`config.mk`:
```
export PLATFORM = sky130hd
export DESIGN_NAME = caravel_user_fir
export DESIGN_NICKNAME = d
export VERILOG_FILES = /design/src/rtl/fir_pkg.sv /design/src/rtl/fir_mac_datapath.sv /design/src/rtl/caravel_user_fir.sv
export SDC_FILE = /design/constraint.sdc
export NUM_CORES = 2
export LEC_CHECK = 0
export BUFFER_PORTS_ARGS = -buffer_cell sky130_fd_sc_hd__clkbuf_2
export CORE_MARGIN = 5
export CORE_UTILIZATION = 58
export DETAILED_ROUTE_END_ITERATION = 7
export PLACE_DENSITY = 0.78
export SLEW_MARGIN = 20
export SYNTH_ARGS = -nofsm -noshare
export SYNTH_HDL_FRONTEND = slang
export SYNTH_SLANG_ARGS = --single-unit
export TNS_END_PERCENT = 1
```
`constraint.sdc`:
```
create_clock -name wb_clk_i -period 8 [get_ports wb_clk_i]
set_input_delay 0.4 -clock wb_clk_i [delete_from_list [all_inputs] [get_ports wb_clk_i]]
set_output_delay 0.4 -clock wb_clk_i [all_outputs]
set_load 0.01 [all_outputs]
```
`src/rtl/fir_pkg.sv`:
```
// Shared constants, register map and types for the Caravel user-area FIR accelerator.
package fir_pkg;

  localparam int NUM_TAPS = 11;
  localparam int DATA_W   = 32;
  localparam int IDX_W    = 4;

  typedef logic [DATA_W-1:0] word_t;
  typedef logic [IDX_W-1:0]  idx_t;

  // Tap counter value for the final accumulate-only cycle.
  localparam idx_t MAC_LAST = idx_t'(NUM_TAPS);

  localparam logic [7:0] OFF_AP_CTRL   = 8'h00;
  localparam logic [7:0] OFF_DATA_LEN  = 8'h10;
  localparam logic [7:0] OFF_CHECKBITS = 8'h14;
  localparam logic [7:0] OFF_X_IN      = 8'h80;
  localparam logic [7:0] OFF_Y_OUT     = 8'h84;

  typedef enum logic [1:0] {
    S_IDLE,
    S_WAIT_X,
    S_MAC,
    S_WAIT_Y
  } state_e;

  function automatic word_t merge_bytes(input word_t old_w, input word_t new_w,
                                        input logic [DATA_W/8-1:0] sel);
    word_t r;
    r = old_w;
    for (int b = 0; b < DATA_W / 8; b++) begin
      if (sel[b]) r[8*b +: 8] = new_w[8*b +: 8];
    end
    return r;
  endfunction

  // Low DATA_W bits of a signed product are the two's-complement wrapped result.
  function automatic word_t mul_wrap(input word_t a, input word_t b);
    return word_t'($signed(a) * $signed(b));
  endfunction

endpackage

```
`src/rtl/fir_mac_datapath.sv`:
```
// Sample history, tap counter and multiply-accumulate for one FIR output.
// The product is registered ahead of the adder, so a run spans 12 cycles after the shift.
module fir_mac_datapath
  import fir_pkg::*;
(
  input  logic  clk,
  input  logic  rst,
  input  logic  clear_i,
  input  logic  shift_i,
  input  word_t x_i,
  input  word_t taps_i [NUM_TAPS],
  output logic  last_o,
  output word_t y_o
);

  word_t hist_q [NUM_TAPS];
  word_t hist_d [NUM_TAPS];
  idx_t  idx_q, idx_d;
  logic  busy_q, busy_d;
  word_t prod_q, prod_d;
  word_t acc_q, acc_d;
  word_t y_q, y_d;

  assign last_o = busy_q && (idx_q == MAC_LAST);
  assign y_o    = y_q;

  always_comb begin
    // NOTE: every _d starts from its _q so no path through this block infers a latch.
    hist_d = hist_q;
    idx_d  = idx_q;
    busy_d = busy_q;
    prod_d = prod_q;
    acc_d  = acc_q;
    y_d    = y_q;

    if (clear_i) hist_d = '{default: '0};

    if (shift_i) begin
      hist_d[0] = x_i;
      for (int i = 1; i < NUM_TAPS; i++) hist_d[i] = hist_q[i-1];
      idx_d  = '0;
      busy_d = 1'b1;
      acc_d  = '0;
    end else if (busy_q) begin
      idx_d = idx_q + idx_t'(1);
      if (idx_q != MAC_LAST) prod_d = mul_wrap(taps_i[idx_q], hist_q[idx_q]);
      if (idx_q != '0)       acc_d  = acc_q + prod_q;
      if (last_o) begin
        y_d    = acc_q + prod_q;
        busy_d = 1'b0;
      end
    end
  end

  always_ff @(posedge clk) begin
    if (rst) begin
      // NOTE: the history is a register file but must still be reset, since a run
      // after reset has to start from an all-zero past.
      hist_q <= '{default: '0};
      idx_q  <= '0;
      busy_q <= 1'b0;
      prod_q <= '0;
      acc_q  <= '0;
      y_q    <= '0;
    end else begin
      // NOTE: non-blocking assignments keep every flop sampling pre-edge values.
      hist_q <= hist_d;
      idx_q  <= idx_d;
      busy_q <= busy_d;
      prod_q <= prod_d;
      acc_q  <= acc_d;
      y_q    <= y_d;
    end
  end

endmodule

```
`src/rtl/caravel_user_fir.sv`:
```
// Wishbone-slave 11-tap FIR: register decode, control FSM and checkbits.
// Define FIR_IRQ_EN to drive irq_o from ap_done; otherwise irq_o is tied low.
module caravel_user_fir
  import fir_pkg::*;
#(
  parameter logic [31:0] BASE_ADDR = 32'h3000_0000
) (
  input  logic        wb_clk_i,
  input  logic        wb_rst_i,
  input  logic        wbs_cyc_i,
  input  logic        wbs_stb_i,
  input  logic        wbs_we_i,
  input  logic [3:0]  wbs_sel_i,
  input  logic [31:0] wbs_adr_i,
  input  logic [31:0] wbs_dat_i,
  output logic        wbs_ack_o,
  output logic [31:0] wbs_dat_o,
  output logic [15:0] io_out,
  output logic        irq_o
);

  state_e      state_q, state_d;
  logic        done_q, done_d;
  word_t       len_q, len_d;
  word_t       cnt_q, cnt_d;
  logic [15:0] chk_q, chk_d;
  word_t       taps_q [NUM_TAPS];
  word_t       taps_d [NUM_TAPS];
  logic        ack_q, ack_d;
  word_t       dat_q, dat_d;

  logic [7:0] off;
  logic       tap_hit, stall, req, wr_fire, rd_fire;
  idx_t       tap_sel;
  logic       done_set, done_clr, mac_clear, mac_shift, mac_last;
  word_t      mac_y;
  logic       unused_adr;

  assign unused_adr = ^wbs_adr_i[1:0];

  fir_mac_datapath u_mac (
    .clk     (wb_clk_i),
    .rst     (wb_rst_i),
    .clear_i (mac_clear),
    .shift_i (mac_shift),
    .x_i     (wbs_dat_i),
    .taps_i  (taps_q),
    .last_o  (mac_last),
    .y_o     (mac_y)
  );

  always_comb begin
    off     = {wbs_adr_i[7:2], 2'b00};
    tap_sel = off[5:2];
    tap_hit = (off[7:6] == 2'b01) && (tap_sel < MAC_LAST);
    // Data-port accesses outside their state are held off rather than dropped.
    stall   = ( wbs_we_i && off == OFF_X_IN  && state_q != S_WAIT_X) ||
              (!wbs_we_i && off == OFF_Y_OUT && state_q != S_WAIT_Y);
    req     = wbs_cyc_i && wbs_stb_i && !ack_q &&
              (wbs_adr_i[31:8] == BASE_ADDR[31:8]);
    wr_fire = req && !stall && wbs_we_i;
    rd_fire = req && !stall && !wbs_we_i;

    state_d   = state_q;
    len_d     = len_q;
    cnt_d     = cnt_q;
    chk_d     = chk_q;
    taps_d    = taps_q;
    ack_d     = wr_fire || rd_fire;
    dat_d     = '0;
    done_set  = 1'b0;
    done_clr  = 1'b0;
    mac_clear = 1'b0;
    mac_shift = 1'b0;

    if (wr_fire && state_q == S_IDLE) begin
      if (off == OFF_DATA_LEN) len_d = wbs_dat_i;
      if (tap_hit) taps_d[tap_sel] = merge_bytes(taps_q[tap_sel], wbs_dat_i, wbs_sel_i);
    end
    if (wr_fire && off == OFF_CHECKBITS) begin
      if (wbs_sel_i[0]) chk_d[7:0]  = wbs_dat_i[7:0];
      if (wbs_sel_i[1]) chk_d[15:8] = wbs_dat_i[15:8];
    end

    unique case (state_q)
      S_IDLE: begin
        if (wr_fire && off == OFF_AP_CTRL && wbs_dat_i[0]) begin
          if (len_q != '0) begin
            state_d   = S_WAIT_X;
            mac_clear = 1'b1;
            cnt_d     = '0;
            done_clr  = 1'b1;
          end else begin
            done_set = 1'b1;
          end
        end
      end
      S_WAIT_X: begin
        if (wr_fire && off == OFF_X_IN) begin
          mac_shift = 1'b1;
          state_d   = S_MAC;
        end
      end
      S_MAC: begin
        if (mac_last) state_d = S_WAIT_Y;
      end
      S_WAIT_Y: begin
        if (rd_fire && off == OFF_Y_OUT) begin
          cnt_d = cnt_q + word_t'(1);
          if (cnt_d == len_q) begin
            done_set = 1'b1;
            state_d  = S_IDLE;
          end else begin
            state_d = S_WAIT_X;
          end
        end
      end
      default: state_d = S_IDLE;
    endcase

    if (rd_fire) begin
      if (off == OFF_AP_CTRL) begin
        done_clr = 1'b1;
        dat_d = {26'b0, state_q == S_WAIT_Y, state_q == S_WAIT_X, 1'b0,
                 state_q == S_IDLE, done_q | done_set, 1'b0};
      end else if (off == OFF_DATA_LEN) begin
        dat_d = len_q;
      end else if (off == OFF_CHECKBITS) begin
        dat_d = {16'b0, chk_q};
      end else if (tap_hit) begin
        dat_d = taps_q[tap_sel];
      end else if (off == OFF_Y_OUT) begin
        dat_d = mac_y;
      end
    end

    // A set and a clear landing together leave ap_done set.
    done_d = done_set | (done_q & ~done_clr);
  end

  always_ff @(posedge wb_clk_i) begin
    if (wb_rst_i) begin
      state_q <= S_IDLE;
      done_q  <= 1'b0;
      len_q   <= '0;
      cnt_q   <= '0;
      chk_q   <= '0;
      taps_q  <= '{default: '0};
      ack_q   <= 1'b0;
      dat_q   <= '0;
    end else begin
      state_q <= state_d;
      done_q  <= done_d;
      len_q   <= len_d;
      cnt_q   <= cnt_d;
      chk_q   <= chk_d;
      taps_q  <= taps_d;
      ack_q   <= ack_d;
      dat_q   <= dat_d;
    end
  end

  assign wbs_ack_o = ack_q;
  assign wbs_dat_o = dat_q;
  assign io_out    = chk_q;

`ifdef FIR_IRQ_EN
  assign irq_o = done_q;
`else
  assign irq_o = 1'b0;
`endif

endmodule

```
# Yosys cells after proc, flatten, opt, wreduce, memory -nomap -nowiden
# Cells that the tools add are included.
[word_totals] in_bits=73 register_bits=921 out_inout_bits=50 elab_cells=170
[classes] order_cmp=4 mul=1 eq_ne=19 add_sub_neg=3 reduce_logical=42 bitwise_logic=8 n_mux=57
[op_table] operator="352-bit two-way mux" count=2
[op_table] operator="32-bit two-way mux" count=14
[op_table] operator="32-bit binary-select mux with 4-bit select" count=3
[op_table] operator="352-bit bitwise mux" count=1
[op_table] operator="32-bit demux with 4-bit select" count=1
[op_table] operator="8-bit two-way mux" count=12
[op_table] operator="32-bit case mux with 2 select lines" count=1
[op_table] operator="32-bit by 1-bit adder with 32-bit output, second input constant" count=1
[op_table] operator="32-bit adder" count=1
[op_table] operator="32-bit == test" count=1
[op_table] operator="32-bit by 32-bit multiplier with 32-bit output" count=1
[op_table] operator="32-bit nonzero test" count=1
[op_table] operator="24-bit by 22-bit == test with 1-bit output, second input constant" count=1
[op_table] operator="1-bit logical AND" count=19
[op_table] operator="1-bit two-way mux" count=15
[op_table] operator="6-bit by 3-bit == test with 1-bit output, second input constant" count=2
[op_table] operator="6-bit == test, second input constant" count=2
[op_table] operator="5-bit greater-or-equal comparator, second input constant" count=2
[op_table] operator="2-bit two-way mux" count=5
[op_table] operator="4-bit NOT with 5-bit output" count=2
[op_table] operator="2-bit AND reduction" count=5
[op_table] operator="2-bit inequality test, second input constant" count=4
[op_table] operator="2-bit case mux with 4 select lines" count=1
[op_table] operator="6-bit zero test" count=1
[op_table] operator="23 further kinds" count=36

# Logic depth before layout (Yosys ltp)
[depth] depth_word=16 depth_mapped=39

# By module
# From an unflattened synthesis, not the netlist that was laid out.
[unflattened] hier_cells=7232 area_unflattened_um2=61639.1
[by_module_without_submodules] module="fir_mac_datapath" area_per_inst_um2=40204.8 n_inst=1 seq_area_each_um2=9068.7 cells_per_inst=4582
[by_module_without_submodules] module="caravel_user_fir" area_per_inst_um2=21434.3 n_inst=1 seq_area_each_um2=9369.0 cells_per_inst=2650

# Least setup slack after synthesis
# Ideal clock, no wire load.
[synth_path] kind="reg-to-reg" from="register u_mac.idx_q[0]" to="register u_mac.prod_q[31]" path_buffers=7 arrival_ns=8.693 setup_slack_ns=-0.772 path_stages_with_launch=37 path_cell_list="dfxtp_1 buf_6 buf_6 buf_4 buf_6 buf_4 mux4_2 mux2i_1 nor2_1 a21oi_1 clkbuf_1 clkbuf_1 nor2_1 fa_1 fa_1 inv_1 fa_1 fa_1 inv_1 fa_1 inv_1 fa_1 inv_1 fa_1 fa_1 ha_1 a21o_1 a21o_1 a21oi_1 o21ai_0 and3_1 a21oi_1 a31oi_1 a21o_1 a21oi_1 xnor2_1 a211oi_2"
[synth_via] elab_chain_len=5
[synth_rtl] element="from (decl)" line="fir_mac_datapath.sv:18" rtl="idx_t idx_q, idx_d;"
[synth_rtl] element="from (signal assigned)" line="fir_mac_datapath.sv:68" rtl="idx_q <= idx_d;"
[synth_rtl] element="4-bit NOT with 5-bit output (not written as such)" line="fir_mac_datapath.sv:46" rtl="if (idx_q != MAC_LAST) prod_d = mul_wrap(taps_i[idx_q], hist_q[idx_q]);"
[synth_rtl] element="32-bit binary-select mux with 4-bit select" line="fir_mac_datapath.sv:46"
[synth_rtl] element="32-bit two-way mux (not written as such) (2 in a row)" line="fir_mac_datapath.sv:46"
[synth_rtl] element="32-bit by 32-bit multiplier with 32-bit output" line="fir_pkg.sv:39" rtl="return word_t'($signed(a) * $signed(b));"
[synth_rtl] element="to (signal assigned)" line="fir_mac_datapath.sv:70" rtl="prod_q <= prod_d;"
[synth_rtl] element="to (decl)" line="fir_mac_datapath.sv:20" rtl="word_t prod_q, prod_d;"
# Several ways; a longest one is shown, not always the timed one. The select of a mux whose other input is x is not followed.
# A chain may end at the register's enable or synchronous reset.

# Worst setup path in the final report
# Same ends and word-level chain as after synthesis.

==> results.json <==
{
  "fin_crit_sh_pct": 102.8,
  "yosysMostFrequentCell": "nand2_1",
  "netSwitchingFraction_pct": 23.30,
  "synthesis.nets": 7564,
  "rsz0062_at_grt": "true",
  "drt_wl_total_um": 203000,
  "coreArea_sq_um": 102000,
  "postRouteAntennaNets": 0,
  "drc": 0,
  "tightest_slew_ns": 1.236,
  "ir_worst_vdd_mv": 0.2053,
  "die_area_sq_um": 109600,
  "die_h_um": 331.1,
  "layout_setup_ws_ns": -0.2278,
  "io_buffers": 119,
  "synthAdderAreaFrac_pct": 17.62,
  "grt_util_all_layers_pct": 35.96,
  "drv_slew": 0,
  "root_buffer": "clkbuf_16",
  "crit_arrival_ns": 8.77,
  "path_max_fanout": 11,
  "synth.top_cells.by_count": "nand2_1 (1,103), dfxtp_1 (921), nor2_1 (873)",
  "cpPeakStageDelay_ns": 0.61,
  "crit_buf_inv": 12,
  "path_delay_family": "adder cells",
  "final_util_pct": 67.11,
  "drive_above_1_share_pct": 16.24,
  "first_global_vias": 53060,
  "ys.flop_type": "dfxtp_1",
  "routedWlPerCell_um": 23.98,
  "clockBufferDepth": 3,
  "drt_iter0_drc": 7569,
  "ys_seq_area_share_pct": 30.83,
  "synthArstFlopShare_pct": 0,
  "r2r_end": "u_mac.prod_q[31]",
  "hold_slack_ns": 0.04261,
  "yosysTopAreaCellShare_pct": 30.83,
  "fin_skew_ns": 0.03685,
  "synth-compound-area-share_pct": 14.62,
  "die_w_um": 331.1,
  "synthMuxAreaShare_pct": 10.64,
  "ios": 123,
  "power_density_nw_per_um2": 138.9,
  "initial_core_util_pct": 58.62,
  "vias": 54600,
  "p_total_uw": 9510,
  "pwr-share-comb_pct": 3.5,
  "clk_latency_ns": 0.70,
  "cts_tree": "built",
  "final_net_count": 7684,
  "avgSynthCellArea_sq_um": 8.675,
  "syn2layout_area_growth_pct": 14.50,
  "synth-xor-area-share_pct": 2.391,
  "seq_area_sq_um": 18450,
  "r2r_start": "u_mac.idx_q[0]",
  "clkPwrFrac_pct": 48.2,
  "rows": 117,
  "seq_power_share_pct": 48.2,
  "ys_warn_count": 0,
  "cp-startpoint": "u_mac.idx_q[0]",
  "stdcell_count": 8466,
  "place_congestion": 0.9653,
  "setup_viol": 6,
  "grt_antenna_before_repair": 11,
  "violations": "negative setup slack",
  "first_pass_iters": 7,
  "status": "complete, but fails checks",
  "hp-class": "in2reg",
  "power.internal_uw": 7294,
  "fillers": 7681,
  "grt_overflow": 0,
  "ys_seq_elements": 921,
  "p_switching_uw": 2216,
  "dp.cells": 8218,
  "start_kind": "register",
  "slew_headroom_pct": 17.57,
  "crit_top_cell": "fa_1",
  "hold_viol": 0,
  "cts_buffers": 92,
  "crit_path_end": "u_mac.prod_q[31]",
  "cp_slowest_cell": "fa_2",
  "rrSetupSlack_ns": -0.23,
  "multi_input_area_sq_um": 37870,
  "crit_cells": 33,
  "viasPerCell": 6.449,
  "worst_ep_required_time_ns": 8.54,
  "synth_area_leaders": "dfxtp_1 (31%), fa_1 (14%), mux4_2 (7.2%)",
  "cts.sinks": 921,
  "max-cap-violations": 0,
  "yosys.area_share.simple_pct": 16.98,
  "yosysTopAreaCell": "dfxtp_1",
  "cts_max_level": 3,
  "postCtsHoldBufs": 0,
  "cp-end-kind": "register",
  "synth_top_family_by_area": "adder cells",
  "reg2reg_depth": 33,
  "final.setup.tns_ns": -0.6105,
  "synth_edf_count": 0,
  "syn_inst": 6894,
  "syn_area_sq_um": 59810,
  "clk_pin_slew_ns": 0.06,
  "fmaxAchievable_mhz": 121.5,
  "place_hpwl_um": 136400,
  "fin_crit_ns": 8.228,
  "crit_type": "reg2reg",
  "grt_first_pass_wirelength_um": 306600,
  "grt_max_degree": 220,
  "synth_cell_types": 77,
  "leakage_uw": 0.02612
}
worst min-delay path, delay by kind of cell:
family	cells	cell delay, ns
buffers and inverters	1	0.14
and+or+nand+nor	1	0.07
AOI/OAI and AO/OA	1	0.06
metal layers:
layer	wire length [um]	vias up	track usage, %
met3	27740	973	12.09
met4	16630	8	23.59
li1	-	23650	-
met1	72290	26300	44.83
met2	86290	3671	53.41
met5	37	-	0
worst min-delay path by stage:
stage	depth (start not counted)	start	to
finish	3	wbs_dat_i[21]	len_q[21]
CTS	3	wbs_dat_i[21]	len_q[21]
floorplan	2	u_mac.y_o[30]	u_mac.y_o[30]
global placement	2	taps_q[299]	taps_q[299]
global route	3	wbs_dat_i[20]	len_q[20]
detailed placement	2	u_mac.y_o[4]	u_mac.y_o[4]
cell usage in the layout, fill, tap and decap left out, drive strengths merged, types with 188 or more instances in the layout:
cell type / count
a21oi: 705
a32oi: 352
buf: 489
clkbuf: 252
dfxtp: 921
fa: 409
ha: 188
inv: 465
mux4: 192
nand2: 1103
nor2: 875
per-stage QoR:
stage          area (sq um)  setup WS, ns
2_1_floorplan         60020      -0.02092
3_3_place_gp          64090       -0.4570
3_5_place_dp          64090       -0.5046
4_1_cts               68200       -0.1062
5_1_grt               68460       -0.5170
6_report              68480       -0.2278
power by group through the flow:
stage	clock, uW	combinational [uW]	sequential, uW
after floorplan	0	194	4690
after global placement	0	310	4690
after detailed placement	0	314	4690
after CTS	4590	315	4590
after global routing	4780	340	4580
final	4590	335	4590
logic make-up (layout without fill, tap and decap cells):
kind of cell	count (synthesis)	count (layout)
AO/OA/AOI/OAI	1362	1362
XOR/XNOR	160	160
adder cells (fa/ha/maj)	597	597
buffers and inverters	1041	1236
flip-flops	921	921
multiplexers	392	392
other	1	10
AND/OR/NAND/NOR	2420	2420
flip-flops by register name, indices dropped and copies added (netlist names):
signal and cells:
u_mac.prod_q 32, wbs_dat_o 32, done_q 1, u_mac.idx_q 4, io_out 16, state_q 2
wbs_ack_o 1, u_mac.hist_q 352, len_q 32, cnt_q 32, u_mac.busy_q 1, u_mac.acc_q 32
u_mac.y_o 32, taps_q 352
area by class of cell:
class	instances	area share, %
Antenna cell	9	0.03289
Clock buffer	136	3.985
Inverter	460	2.522
Multi-Input combinational cell	4932	55.30
Clock inverter	33	0.6724
Timing Repair Buffer	607	8.047
Sequential cell	921	26.94
Tap cell	1368	2.500
what timing repair did:
item,in CTS,in global routing
pin swaps,33,37
setup endpoints to repair,10,13
gates resized for setup,57,32
cloned,4,0
buffers inserted,47,19
No activity file was read; power rests on OpenSTA's default activity.
